`src/rtl/benes_pkg.sv`:
```
// Shared types and constants for the 8x8 Benes
// network and its configuration scheduler.
package benes_pkg;

  localparam int N_PORTS      = 8;
  localparam int N_STAGES     = 5;
  localparam int SW_PER_STAGE = 4;

  typedef logic [SW_PER_STAGE-1:0] sw_word_t;
  typedef sw_word_t [N_STAGES-1:0] benes_cfg_t;

  typedef enum logic [1:0] {
    IDLE,
    LOAD,
    SETTLE,
    HOLD
  } sched_state_t;

endpackage

```
`src/rtl/benes_cfg_table.sv`:
```
// Slot register file: stage-granular write port,
// full-configuration read port, synchronous clear.
module benes_cfg_table
  import benes_pkg::*;
#(
  parameter int N_SLOTS = 4
) (
  input  logic                       clk,
  input  logic                       rst_n,
  input  logic                       wr_en,
  input  logic [$clog2(N_SLOTS)-1:0] wr_slot,
  input  logic [2:0]                 wr_stage,
  input  sw_word_t                   wr_bits,
  input  logic [$clog2(N_SLOTS)-1:0] rd_slot,
  output benes_cfg_t                 rd_cfg
);

  benes_cfg_t mem [N_SLOTS];

  always_ff @(posedge clk) begin
    if (!rst_n) begin
      for (int i = 0; i < N_SLOTS; i++) begin
        mem[i] <= '0;
      end
    end else if (wr_en) begin
      // out-of-range stages match no entry
      for (int s = 0; s < N_STAGES; s++) begin
        if (wr_stage == 3'(s)) begin
          mem[wr_slot][s] <= wr_bits;
        end
      end
    end
  end

  assign rd_cfg = mem[rd_slot];

endmodule

```
`src/rtl/benes_cfg_scheduler.sv`:
```
// Round-robin time-division scheduler driving
// Benes switch_set from a table of slot configs.
module benes_cfg_scheduler
  import benes_pkg::N_STAGES,
         benes_pkg::SW_PER_STAGE,
         benes_pkg::benes_cfg_t,
         benes_pkg::sched_state_t,
         benes_pkg::IDLE,
         benes_pkg::LOAD,
         benes_pkg::HOLD;
#(
  parameter int N_SLOTS = 4,
  parameter int HOLD_W  = 8,
  parameter int SETTLE  = 1
) (
  input  logic                       clk,
  input  logic                       rst_n,
  input  logic                       wr_valid,
  output logic                       wr_ready,
  input  logic [$clog2(N_SLOTS)-1:0] wr_slot,
  input  logic [2:0]                 wr_stage,
  input  logic [SW_PER_STAGE-1:0]    wr_bits,
  input  logic                       run_en,
  input  logic [$clog2(N_SLOTS)-1:0] num_slots_m1,
  input  logic [HOLD_W-1:0]          hold_cycles,
  output logic [SW_PER_STAGE-1:0]    switch_set [N_STAGES],
  output logic [$clog2(N_SLOTS)-1:0] cur_slot,
  output logic                       slot_start,
  output logic                       cfg_stable,
  output logic                       err_wr
);

  localparam int SLOT_W = $clog2(N_SLOTS);
  localparam int SET_W  = $clog2(SETTLE + 2);
  localparam sched_state_t ST_SETTLE =
    benes_pkg::SETTLE;

  sched_state_t      state;
  sched_state_t      state_d;
  logic [SET_W-1:0]  settle_cnt;
  logic [HOLD_W-1:0] hold_cnt;
  logic [SLOT_W-1:0] next_slot;
  benes_cfg_t        rd_cfg;
  benes_cfg_t        sw_q;
  logic              wr_acc;
  logic              wr_bad;

  assign wr_acc = wr_valid & wr_ready;
  assign wr_bad = wr_stage >= 3'(N_STAGES);

  // shrinking num_slots_m1 below cur_slot wraps to 0
  assign next_slot =
    (cur_slot >= num_slots_m1) ? '0 :
    cur_slot + 1'b1;

  benes_cfg_table #(
    .N_SLOTS (N_SLOTS)
  ) u_table (
    .clk      (clk),
    .rst_n    (rst_n),
    .wr_en    (wr_acc & ~wr_bad),
    .wr_slot  (wr_slot),
    .wr_stage (wr_stage),
    .wr_bits  (wr_bits),
    .rd_slot  (cur_slot),
    .rd_cfg   (rd_cfg)
  );

  always_ff @(posedge clk) begin
    if (!rst_n) begin
      state <= IDLE;
    end else begin
      state <= state_d;
    end
  end

  always_comb begin
    state_d = state;
    unique case (state)
      IDLE: begin
        if (run_en) state_d = LOAD;
      end
      LOAD: begin
        state_d = (SETTLE > 0) ? ST_SETTLE : HOLD;
      end
      ST_SETTLE: begin
        if (settle_cnt <= SET_W'(1))
          state_d = HOLD;
      end
      HOLD: begin
        if (hold_cnt <= HOLD_W'(1))
          state_d = LOAD;
      end
      default: state_d = IDLE;
    endcase
    if (state != IDLE && !run_en) state_d = IDLE;
  end

  always_comb begin
    cfg_stable = (state == HOLD);
    wr_ready   = (state == IDLE) ||
                 (wr_slot != cur_slot);
  end

  always_ff @(posedge clk) begin
    if (!rst_n) begin
      sw_q       <= '0;
      cur_slot   <= '0;
      slot_start <= 1'b0;
      err_wr     <= 1'b0;
      settle_cnt <= '0;
      hold_cnt   <= '0;
    end else begin
      slot_start <= (state == LOAD);
      err_wr     <= wr_acc & wr_bad;
      if (state == LOAD) begin
        sw_q       <= rd_cfg;
        settle_cnt <= SET_W'(SETTLE);
        hold_cnt   <= (hold_cycles == '0) ?
                      HOLD_W'(1) : hold_cycles;
      end
      if (state == ST_SETTLE)
        settle_cnt <= settle_cnt - 1'b1;
      if (state == HOLD)
        hold_cnt <= hold_cnt - 1'b1;
      if (state_d == LOAD)
        cur_slot <= (state == IDLE) ? '0 : next_slot;
    end
  end

  always_comb begin
    for (int s = 0; s < N_STAGES; s++) begin
      switch_set[s] = sw_q[s];
    end
  end

endmodule

```
`config.mk`:
```
export PLATFORM = sky130hd
export DESIGN_NAME = benes_cfg_scheduler
export DESIGN_NICKNAME = d
export VERILOG_FILES = /design/src/rtl/benes_pkg.sv /design/src/rtl/benes_cfg_table.sv /design/src/rtl/benes_cfg_scheduler.sv
export SDC_FILE = /design/constraint.sdc
export NUM_CORES = 1
export LEC_CHECK = 0
export BUFFER_PORTS_ARGS = -buffer_cell sky130_fd_sc_hd__buf_4
export CORE_ASPECT_RATIO = 1.5
export CORE_MARGIN = 2
export CORE_UTILIZATION = 40
export DETAILED_ROUTE_END_ITERATION = 8
export GPL_TIMING_DRIVEN = 0
export SYNTH_ARGS = -nofsm -noshare
export SYNTH_HDL_FRONTEND = slang
export SYNTH_HIERARCHICAL = 1
export SYNTH_SLANG_ARGS = --single-unit
```
`constraint.sdc`:
```
create_clock -name clk -period 2.9 [get_ports clk]
set_clock_uncertainty 0.15 [all_clocks]
set_input_delay 0.29 -clock clk [delete_from_list [all_inputs] [get_ports clk]]
set_output_delay 0.29 -clock clk [all_outputs]
set_load 0.005 [all_outputs]
```
======== Word level (Yosys, flattened, before mapping) ========
Memories as Yosys holds them, arrays and structs flattened. A register that Yosys moved wholly into a read port is not among the register bits.
Index checks and enable logic that the tools add are counted.
Widths: inputs -> output; s select.
storage, ports and cells
  flip-flop bits (word level) ............. 16
  memories ................................ 1
  input bits .............................. 23
  RAM bits ................................ 80
cells by class
  order comparisons ....................... 4
  reduce and logical (&&, ||, !) cells .... 11
  add/subtract/negate cells ............... 3
  muxes and demuxes ....................... 36
  equal/unequal tests ..................... 9
  bitwise logic cells ..................... 4
memories
  memory       depth  bits a word  read ports  clocked after memory_dff  write ports  RTL line               text
  u_table.mem  4      20           1           1                         4            benes_cfg_table.sv:18  benes_cfg_t mem [N_SLOTS];
operators by type and width
  cell                 number
  $mux 8               3
  $mux 1               21
  $mux 20              1
  $reduce_or 20->1     1
  $mux 2               9
  $le 8x1->1 const B   1
  $logic_not 8->1      1
  $pmux 2 s4           1
  $sub 8x1->8 const B  1
  $eq 3x2->1 const B   2
  $reduce_bool 2->1    3
  $mux 5               1
  $eq 2x1->1 const B   2
  $eq 2x2->1 const B   2
  $and 1x1->1          3
  $eq 3x1->1 const B   1
  $eq 3x3->1 const B   1
  $ge 3x3->1 const B   1
  $logic_not 3->1      1
  $add 2x1->2 const B  1
  $ge 2x2->1           1
  $le 2x1->1 const B   1
  $logic_not 1->1      2
  $logic_not 2->1      1
  other kinds (5)      5

======== Depth between registers and ports, before layout ========
Gate-level depths: netlist of the first run.
  word-level depth ........................ 9
  gate-level depth with buffers ........... 10
  depth with buffers taken out ............ 8

======== Cells and area by module ========
Netlist of the first run, hierarchy kept.
by module, submodules not included
  module               area each (um2)  cells each  sequential area each (um2)  instances
  benes_cfg_table      3751.1           248         2402.3                      1
  benes_cfg_scheduler  1660.3           179         720.7                       1

======== Least setup slack after synthesis of the first run ========
No wires, ideal clock.
  path kind ............................... register to register
  start ................................... register state[0]
  end ..................................... memory u_table/mem[0][12] (netlist name) (enable)
  clock period less this slack ............ 2.595 ns
  data required time ...................... 2.388 ns
  path buffers ............................ 1
  data arrival time ....................... 2.083 ns
  stages on the path, launching flop included .. 10
  path slack .............................. 0.305 ns
  cells stage by stage .................... dfxtp_1 inv_1 ha_1 inv_1 nand3_1 nand2_1 nor2_1 buf_2 nand4b_1 o21ai_0
RTL lines
  element                 RTL line                   text
  from (decl)             benes_cfg_scheduler.sv:38  sched_state_t state;
  from (signal assigned)  benes_cfg_scheduler.sv:73  state <= state_d;
  to (decl)               benes_cfg_table.sv:18

==> results of run 1 <==
## worst register-to-register path, delay by kind of cell, from the launching register on
kind	cells	cell delay, ns
AO/OA/AOI/OAI	1	0.36
flip-flops	1	0.35
AND/OR/NAND/NOR	4	0.93
buffers and inverters	3	0.41
adder cells (fa/ha/maj)	1	0.23
## state kept, by name, indices dropped and copies added, names as in the netlist
| name | count |
|---|---|
| err_wr | 1 |
| u_table/mem | 80 |
| state | 2 |
| slot_start | 1 |
| switch_set | 20 |
| hold_cnt | 8 |
| settle_cnt | 2 |
| cur_slot | 2 |
## layout make-up
| class | count | area share |
|---|---|---|
| Buffer | 37 | 0.02361 |
| Clock buffer | 18 | 0.06375 |
| Clock inverter | 14 | 0.03011 |
| Inverter | 12 | 0.006691 |
| Multi-Input combinational cell | 262 | 0.3230 |
| Sequential cell | 116 | 0.4639 |
| Tap cell | 162 | 0.03011 |
| Timing Repair Buffer | 52 | 0.05874 |
## metrics by stage
step,instance area (um^2),std cells
2_1_floorplan,5411,427
3_3_place_gp,5974,637
3_5_place_dp,5974,637
4_1_cts,6651,671
5_1_grt,6731,673
6_report,6731,673
## final timing paths
path / to / slack [ns] / cells past startpoint
worst min-delay path: hold_cnt[2] / 0.03 / 3
worst min register to register: settle_cnt[0] / 0.34 / 1
worst max-delay path: u_table/mem[3][3] / 0.13 / 9
worst max register to register: u_table/mem[3][3] / 0.13 / 9
## logic make-up after synthesis
family,count (synthesis),share of synthesized area
mux,41,0.1221
buf+inv,49,0.03722
xor+xnor,2,0.003238
compound gates,52,0.05896
fa+ha+maj,9,0.02081
simple gates,158,0.1806
flops,116,0.5771
## power breakdown
part / switching (mW) / internal [mW] / leakage (nW) / total, mW
logic: 0.232 / 0.167 / 0.905 / 0.400
clock network: 0.753 / 1.45 / 0.294 / 2.20
registers: 0.0346 / 1.85 / 1.11 / 1.88
## per-layer routing
layer	share of wire	global-route usage	up-vias
met5	0	0	-
met4	0.035	0.09384	0
met3	0.060	0.04883	38
met2	0.55	0.3601	167
met1	0.36	0.2079	1916
li1	-	-	1810
## layout by cell type (no fill, tap or decap), types with 3 or more instances in the layout
master / count
a31oi_1: 3
nand4_1: 3
ha_1: 9
mux2i_1: 21
inv_6: 3
buf_2: 9
nand2b_1: 6
mux4_2: 20
nand3b_1: 5
a211oi_1: 3
nand2_1: 9
bufinv_16: 4
and3_1: 3
nor2_1: 28
o21ai_0: 9
nand4bb_1: 5
o21ai_2: 7
clkinv_4: 3
dfxtp_1: 36
buf_4: 50
clkinvlp_4: 4
inv_1: 12
clkbuf_16: 17
nor4_1: 26
nor3_1: 25
nor4b_1: 6
edfxtp_1: 80
nand3_1: 8
nor3_2: 6
and2_1: 3
o21ai_1: 5
a21oi_1: 10
clkbuf_1: 24
nand4b_1: 6
buf_1: 3
## repair_timing
item / in CTS / in global routing
gates cloned: 0 / 0
hold buffers: 2 / 0
buffers inserted: 0 / 2
endpoints found under the hold margin: 2 / 0
resized for setup: 11 / 18
pin swaps: 0 / 1
endpoints found under the setup margin: 60 / 101
==> metrics.yaml, run 1 <==
yosys:
  synth_area_leaders: "edfxtp_1 (44%), dfxtp_1 (13%), mux4_2 (8.3%)"
  yosys.area.top_type: "edfxtp_1"
  syn-mean-instance-area_um2: 12.67
  synth_edf_count: 80
  ys_warn_count: 6
  yosys.cell_count.top_type: "edfxtp_1"
  syn_nets: 459
  ys_types: 50
  ys.flop_type: "edfxtp_1"
  synth_common_cells: "edfxtp_1 (80), dfxtp_1 (36), nor2_1 (30)"
  seq_area_frac_synth: 0.5771
  yosysTopAreaCellShare: 0.4439
  ys_ff_latch: 116
  ys_async_sr_fraction: 0
  syn_area_mm2: 0.005411
  syn_inst: 427
floorplan:
  dieArea_mm2: 0.01449
  die_x_um: 98.97
  die_y_um: 146.5
  rows: 52
  io_pins: 49
  initial_core_util: 0.4057
  fp.coreArea_mm2: 0.01334
sta:
  slew_violations: 0
  setup_viol: 0
  fin_ws_ns: 0.1348
  timing.hold.ws_ns: 0.03478
  worst_pin_slew_ns: 0.7585
  hold_viol: 0
  max_clock_freq_mhz: 361.6
  rsz0062_at_grt: "yes"
  maxSlewHeadroom: 0.4943
  final.setup.tns_ns: 0
  period_needed_ns: 2.765
  min_period_over_period: 0.9535
cts:
  cts_buffers: 17
  cts_root_buffer: "clkbuf_16"
  cts_max_level: 4
  clk_latency_ns: 0.40
  cts_sinks: 116
  clockBufferDepth: 2
  clk_pin_slew_ns: 0.05
  cts_tree: "done"
detailed_routing:
  detail_route.vias_per_cell: 5.841
  drc: 0
  antenna_left: 0
  drt_wl_total_um: 13950
  drt_pass1_iterations: 5
  drtIter0Drc: 292
  routedWlPerCell_um: 20.73
  via_count: 3931
placed_design:
  dpl.hpwl_um: 10410
  port_buffers: 48
  place_congestion: 0.9160
  pre_cts_slack_ns: -0.3879
worst_hold_path:
  hold_start: "hold_cycles[2]"
  hp-class: "in -> reg"
cells_and_area:
  drive_above_1_share: 0.2701
  area_delta_synth_final_pct: 24.39
  regArea_mm2: 0.003123
  diodes: 0
  multiInputGateArea_mm2: 0.002175
  fin_util: 0.5047
  nets: 530
  nFillCells: 1139
pwr:
  p_leak_nw: 2.307
  power_density_mw_per_mm2: 665.9
  vdd_drop_max_uv: 367.9
  total_power_mw: 4.483
grt:
  gr-total-overflow: 0
  track_usage: 0.1971
  antenna_found_initial: 0
  grt_pass1_wl_um: 21310
  grt_pass1_vias: 3930
  grt_max_degree: 17
critical_path:
  crit_required_ns: 2.81
  slowest_stage: "or4b_1"
  cp-end-kind: "flop"
  startpoint: "state[0]"
  path_buf_inv: 3
  r2r-start: "state[0]"
  path_class: "reg -> reg"
  slowest_delay_ns: 0.44
  arrival_ns: 2.68
  path_cells: "inv_1 -> ha_1 -> inv_1 -> nand3_1 -> nand2_1 -> nor2_4 -> or4b_1 -> buf_2 -> a32oi_2"
  cpMostUsedCell: "inv_1"
  start_kind: "flop"
  crit_fanout: 10
  cpLargestDelayFamily: "simple AND/OR/NAND/NOR gates"
job:
  maxCapViolCount: 0
status:
  status: "completed"
(Power assumes the default switching activity.)
==> run 2, diff against run 1 <==
Settings changed: CORE_UTILIZATION 40 to 59, PLACE_DENSITY from default to 0.79.
==> run 2 against run 1 <==
First-iteration DRC count is 18% higher. Count of clock-buffer cells in the layout grew 4. Design area fell by 2.6%. Clock power down 16%. Total power down 7.8%. Combinational power about the same. Largest cell class unchanged. Sequential power barely moved. Via count is 3.2% higher. Final cell count decreased by 7.7%. Hold slack got worse by 0.0026 ns. Routed wire length decreased by 2.6%. Critical endpoint is now u_table/mem[3][2]. Non-clock buffer count stayed put.
==> metrics.yaml, run 2 (same netlist as run 1, synthesis figures left out) <==
critical_path:
  crit_required_ns: 2.81  # about the same
  cp-end-kind: "flop"  # unchanged
  start_kind: "flop"  # unchanged
  crit_fanout: 10  # unchanged
  path_class: "reg -> reg"  # unchanged
  arrival_ns: 2.68  # about the same
sta:
  max_clock_freq_mhz: 360.6  # was 361.6 MHz
  period_needed_ns: 2.773  # was 2.765 ns
  slew_violations: 0  # unchanged
  final.setup.tns_ns: 0  # unchanged
  rsz0062_at_grt: "yes"  # unchanged
  hold_viol: 0  # unchanged
  setup_viol: 0  # unchanged
  worst_pin_slew_ns: 0.7503  # was 0.7585 ns
  maxSlewHeadroom: 0.4998  # was 0.4943
  min_period_over_period: 0.9562  # was 0.9535
placed_design:
  dpl.hpwl_um: 9683  # was 10410 um
  port_buffers: 48  # unchanged
  place_congestion: 1.020  # was 0.9160
cells_and_area:
  largest-register: "u_table/mem"  # unchanged
  final_cell_mix: "edfxtp_1 (80), buf_4 (51), dfxtp_1 (36), nor2_1 (28), clkbuf_1 (27)"  # was edfxtp_1 (80), buf_4 (50), dfxtp_1 (36), nor2_1 (28), nor4_1 (26)
  diodes: 0  # unchanged
  final_common_cell: "edfxtp_1"  # unchanged
  drive_above_1_share: 0.2603  # was 0.2701
  nFillCells: 570  # was 1139
  nets: 530  # unchanged
  largest_reg_flops: 80  # unchanged
  area_delta_synth_final_pct: 21.13  # was 24.39%
pwr:
  vdd_drop_max_uv: 543.9  # was 367.9 uV
  p_leak_nw: 2.283  # was 2.307 nW
  power_density_mw_per_mm2: 630.3  # was 665.9 mW/mm^2
  total_power_mw: 4.131  # was 4.483 mW
job:
  maxCapViolCount: 0  # unchanged
detailed_routing:
  drtIter0Drc: 346  # was 292
  drt_pass1_iterations: 5  # unchanged
  via_count: 4057  # was 3931
  drt_wl_total_um: 13580  # was 13950 um
  antenna_left: 0  # unchanged
  detail_route.vias_per_cell: 6.533  # was 5.841
  routedWlPerCell_um: 21.87  # was 20.73 um
  drc: 0  # unchanged
grt:
  grt_pass1_wl_um: 20740  # was 21310 um
  grt_pass1_vias: 3931  # was 3930
  grt_max_degree: 17  # unchanged
  track_usage: 0.2927  # was 0.1971
  antenna_found_initial: 0  # unchanged
  gr-total-overflow: 0  # unchanged
cts:
  cts_root_buffer: "clkbuf_16"  # unchanged
  cts_tree: "done"  # unchanged
  clockBufferDepth: 2  # unchanged
  clk_pin_slew_ns: 0.05  # about the same
  cts_buffers: 17  # unchanged
  cts_sinks: 116  # unchanged
  cts_max_level: 4  # unchanged
  clk_latency_ns: 0.40  # about the same
floorplan:
  dieArea_mm2: 0.009970  # was 0.01449 mm^2
  fp.coreArea_mm2: 0.008881  # was 0.01334 mm^2
  rows: 42  # was 52
  die_y_um: 121.3  # was 146.5 um
  io_pins: 49  # unchanged
  die_x_um: 82.20  # was 98.97 um
  initial_core_util: 0.6093  # was 0.4057
worst_hold_path:
  hp-class: "in -> reg"  # unchanged
status:
  status: "completed"  # unchanged
==> run 2: cell types whose count changed in the layout (fill, tap and decap cells not counted), moves of 2 or more <==
cell	before	now
clkinv_4	3	0
clkinv_2	0	8
inv_6	3	0
clkbuf_1	24	27
clkbuf_16	17	19
nor4b_2	2	0
o21ai_1	5	7
clkinvlp_4	4	1
nor4b_1	6	8
bufinv_16	4	0
==> run 2: stage by stage <==
stage | worst slack, ns | cells | hold slack (ns) | util | cell area [um^2]
finish | 0.1270 | 621 | 0.03218 | 0.7381 | 6555
global route | -0.01019 | 621 | 0.03366 | 0.7381 | 6555
CTS | -0.05236 | 618 | 0.01553 | 0.7306 | 6489
detailed placement | -0.4653 | 585 | 0.3102 | 0.6654 | 5909
global placement | -0.2345 | 585 | 0.2993 | 0.6654 | 5909
floorplan | 0.3052 | 427 | 0.2617 | - | 5411
==> run 2: area by class of cell <==
class                   instances  area [um^2]  share of cell area
clock buffers                  22        486.7             0.07425
well taps                     110        137.6             0.02100
flip-flops and latches        116         3123              0.4764
plain buffers                  37        157.7             0.02405
repair buffers                 52        392.9             0.05994
inverters                      12        45.04            0.006872
multi-input cells             262         2158              0.3293
clock inverters                10        53.80            0.008208
==> run 2: metal layers <==
layer	vias to the layer above	wire (um)	track usage
li1	1818	-	-
met1	1952	4676	0.3215
met2	235	7242	0.4995
met3	52	1018	0.08110
met4	0	645	0.1552
met5	-	0	0
==> run 2: path summary, 6_finish.rpt <==
check / from / endpoint / slack, ns / depth (start not counted)
worst max-delay path: state[0] / u_table/mem[3][2] / 0.13 / 9
worst min-delay path: rst_n / state[0] / 0.03 / 2
worst max register to register: state[0] / u_table/mem[3][2] / 0.13 / 9
worst min register to register: settle_cnt[0] / settle_cnt[0] / 0.33 / 1
==> run 2: worst max-delay path, stage by stage (launching register included) <==
cell     delay [ns]
dfxtp_1        0.35
inv_1          0.10
ha_1           0.24
inv_1          0.10
nand3_1        0.10
nand2_1        0.13
nor2_4         0.23
or4b_1         0.44
buf_2          0.22
a32oi_2        0.36
==> run 2: timing repair <==
item | CTS | global route
resized for setup | 12 | 12
cloned | 0 | 0
setup endpoints to repair | 60 | 78
hold endpoints to repair | 1 | 0
hold buffers | 1 | 0
buffers inserted | 0 | 3
pin swaps | 0 | 1
==> run 2: report_power, final <==
part | switching, mW | internal [mW]
Sequential | 0.0371 | 1.85
Combinational | 0.232 | 0.166
Clock | 0.669 | 1.18
==> run 3, diff against run 2 <==
Settings changed: ABC_AREA from default to 1, CORE_ASPECT_RATIO 1.5 to 0.5.
==> run 3 against run 2 <==
Hold slack improved by 0.0040 ns. Via count rose by 8.5%. Area after synthesis fell by 3.4%. Utilization fell by 1.1 points. Critical path depth rose by 3. Count of clock-buffer cells in the layout fell by 5. Routed wire length fell by 1.7%. Critical path type unchanged. Highest routed layer unchanged.
==> metrics.yaml, run 3 <==
status:
  status: "completed"  # unchanged
floorplan:
  die_y_um: 70.55  # was 121.3 um
  io_pins: 49  # unchanged
  rows: 24  # was 42
  initial_core_util: 0.6042  # was 0.6093
  fp.coreArea_mm2: 0.008648  # was 0.008881 mm^2
  die_x_um: 137.1  # was 82.20 um
  dieArea_mm2: 0.009671  # was 0.009970 mm^2
yosys:
  ys_ff_latch: 116  # unchanged
  seq_area_frac_synth: 0.5977  # was 0.5771
  syn-mean-instance-area_um2: 9.135  # was 12.67 um^2
  synth_common_cells: "nor2_1 (161), edfxtp_1 (80), o21ai_0 (69)"  # was edfxtp_1 (80), dfxtp_1 (36), nor2_1 (30)
  ys_async_sr_fraction: 0  # unchanged
  syn_area_mm2: 0.005225  # was 0.005411 mm^2
  syn_nets: 604  # was 459
  ys.flop_type: "edfxtp_1"  # unchanged
  ys_types: 32  # was 50
  yosysTopAreaCellShare: 0.4598  # was 0.4439
  synth_edf_count: 80  # unchanged
  syn_inst: 572  # was 427
  yosys.area.top_type: "edfxtp_1"  # unchanged
  yosys.cell_count.top_type: "nor2_1"  # was edfxtp_1
  synth_area_leaders: "edfxtp_1 (46%), dfxtp_1 (14%), nor2_1 (12%)"  # was edfxtp_1 (44%), dfxtp_1 (13%), mux4_2 (8.3%)
  ys_warn_count: 6  # unchanged
grt:
  grt_pass1_wl_um: 20470  # was 20740 um
  globalRouteMet1Util: 0.4023  # was 0.3215
  gr-total-overflow: 0  # unchanged
  use_met3: 0.09032  # was 0.08110
  grt_use_met2: 0.4317  # was 0.4995
  busiest_layer: "met2"  # unchanged
  grt_pass1_vias: 4076  # was 3931
  grt_max_degree: 17  # unchanged
  track_usage: 0.2899  # was 0.2927
  antenna_found_initial: 0  # unchanged
sta:
  setup_viol: 0  # unchanged
  hold_viol: 0  # unchanged
  maxSlewHeadroom: 0.5309  # was 0.4998
  final.setup.tns_ns: 0  # unchanged
  timing.hold.ws_ns: 0.03616  # was 0.03218 ns
  period_needed_ns: 2.685  # was 2.773 ns
  rsz0062_at_grt: "no"  # was yes
  slew_violations: 0  # unchanged
  max_clock_freq_mhz: 372.4  # was 360.6 MHz
  min_period_over_period: 0.9260  # was 0.9562
  worst_pin_slew_ns: 0.7036  # was 0.7503 ns
pwr:
  p_leak_nw: 2.537  # was 2.283 nW
  vdd_drop_max_uv: 421.3  # was 543.9 uV
  seq_power_share: 0.447  # was 0.457
  clkPwrFrac: 0.432  # was 0.447
  power_density_mw_per_mm2: 682.8  # was 630.3 mW/mm^2
  p_int_mw: 3.139  # was 3.193 mW
  switchingPower_mw: 1.154  # was 938.7 uW
  comb_power_share: 0.121  # was 0.096
  swShare: 0.2689  # was 0.2272
critical_path:
  cp-end-kind: "flop"  # unchanged
  worstSetupEndpoint: "u_table/mem[2][6]"  # was u_table/mem[3][2]
  startpoint: "state[0]"  # unchanged
  start_kind: "flop"  # unchanged
  crit_fanout: 7  # was 10
  r2r-end: "u_table/mem[2][6]"  # was u_table/mem[3][2]
  path_class: "reg -> reg"  # unchanged
  crit_required_ns: 2.86  # was 2.81 ns
  r2r-start: "state[0]"  # unchanged
  reg2reg_slack_ns: 0.21  # was 0.13 ns
  worstRegToRegCells: 12  # was 9
  arrival_ns: 2.64  # was 2.68 ns
cts:
  cts_sinks: 116  # unchanged
  clockBufferDepth: 2  # unchanged
  clk_latency_ns: 0.41  # was 0.40 ns
  clk_pin_slew_ns: 0.06  # was 0.05 ns
  cts_root_buffer: "clkbuf_16"  # unchanged
  cts_max_level: 4  # unchanged
  cts_buffers: 17  # unchanged
  cts_tree: "done"  # unchanged
cells_and_area:
  largest-register: "u_table/mem"  # unchanged
  nFillCells: 629  # was 570
  largest_reg_flops: 80  # unchanged
  drive_above_1_share: 0.1702  # was 0.2603
  final_common_cell: "nor2_1"  # was edfxtp_1
  regArea_mm2: 0.003124  # was 0.003123 mm^2
  multiInputGateArea_mm2: 0.001834  # was 0.002158 mm^2
  diodes: 0  # unchanged
  area_delta_synth_final_pct: 20.33  # was 21.13%
  final_cell_mix: "nor2_1 (160), edfxtp_1 (80), o21ai_0 (69), nand2_1 (65), buf_4 (48)"  # was edfxtp_1 (80), buf_4 (51), dfxtp_1 (36), nor2_1 (28), clkbuf_1 (27)
  nets: 671  # was 530
placed_design:
  place_congestion: 0.9517  # was 1.020
  dpl.hpwl_um: 9226  # was 9683 um
  port_buffers: 47  # was 48
detailed_routing:
  routedWlPerCell_um: 17.36  # was 21.87 um
  drt_pass1_iterations: 5  # unchanged
  drtIter0Drc: 655  # was 346
  drc: 0  # unchanged
  drt_wl_total_um: 13350  # was 13580 um
  detail_route.vias_per_cell: 5.724  # was 6.533
  antenna_left: 0  # unchanged
  via_count: 4402  # was 4057
worst_hold_path:
  hp-class: "in -> reg"  # unchanged
job:
  maxCapViolCount: 0  # unchanged
## run 3: cell types whose count changed after synthesis, moves of 8 or more
cell / change
mux2i_1: -21
inv_1: +26
nor2_1: +131
o22ai_1: +19
nand2_1: +56
nor3_1: -21
nor4b_1: -8
mux4_2: -20
nor4_1: -25
o21ai_0: +52
## run 3: stage by stage
stage	instances	setup slack [ns]	power, mW	instance area (um^2)	utilization
2_1_floorplan	572	0.5662	2.238	5225	-
3_5_place_dp	736	0.03101	2.447	5724	0.6619
3_3_place_gp	736	0.08383	2.436	5724	0.6619
6_report	769	0.2147	4.293	6287	0.7270
5_1_grt	769	0.04179	4.444	6287	0.7270
4_1_cts	769	0.01728	4.295	6271	0.7251
## run 3: final cells by class
type                            instances  area share
Multi-Input combinational cell        386      0.2917
Timing Repair Buffer                   48     0.05771
Inverter                               43     0.02567
Clock inverter                         15     0.01771
Buffer                                 27     0.01930
Clock buffer                           17     0.06766
Sequential cell                       116      0.4969
Tap cell                              117     0.02328
## run 3: worst max-delay path, stage by stage, from the launching register on
cell and delay (ns):
dfxtp_1 0.34, inv_1 0.11, ha_2 0.27, a21oi_1 0.06, o211ai_1 0.11, nand2_1 0.13
nor2_2 0.18, nand2_2 0.09, inv_2 0.12, nand3_2 0.16, nor2_4 0.29, nand2_1 0.19
nand2_1 0.19
## run 3: logic make-up (layout without fill, tap and decap cells)
kind of cell    after synthesis  in the layout  share of synthesized area
compound gates              112            112                     0.1173
flops                       116            116                     0.5977
simple gates                262            262                     0.2043
xor+xnor                      3              3                   0.005030
fa+ha+maj                     9              9                    0.02155
buf+inv                      70            150                    0.05412
## run 3: power by group through the flow
stage	sequential, mW	combinational, mW	clock, mW
after floorplan	1.94	0.303	0
after global placement	1.95	0.486	0
after detailed placement	1.95	0.497	0
after CTS	1.92	0.504	1.87
after global routing	1.93	0.570	1.95
final	1.92	0.518	1.85
## run 3: metal layers
metal	vias up	share of wire
met5	-	0
met4	0	0.020
met3	31	0.12
met2	260	0.43
met1	2057	0.43
li1	2054	-
## run 3: timing repair
item | CTS | global route
endpoints found under the setup margin | 0 | 82
setup buffers | 0 | 0
resized for setup | 0 | 5
hold buffers | 1 | 0
endpoints found under the hold margin | 1 | 0
## run 3: how the worst min path moves through the flow
stage                   startpoint             to  slack, ns  cells past startpoint
floorplan           hold_cycles[0]    hold_cnt[0]       0.27                      2
global placement     settle_cnt[0]  settle_cnt[0]       0.30                      1
detailed placement   settle_cnt[0]  settle_cnt[0]       0.31                      1
CTS                       wr_valid         err_wr       0.01                      3
global route              wr_valid         err_wr       0.06                      3
finish                    wr_valid         err_wr       0.04                      3
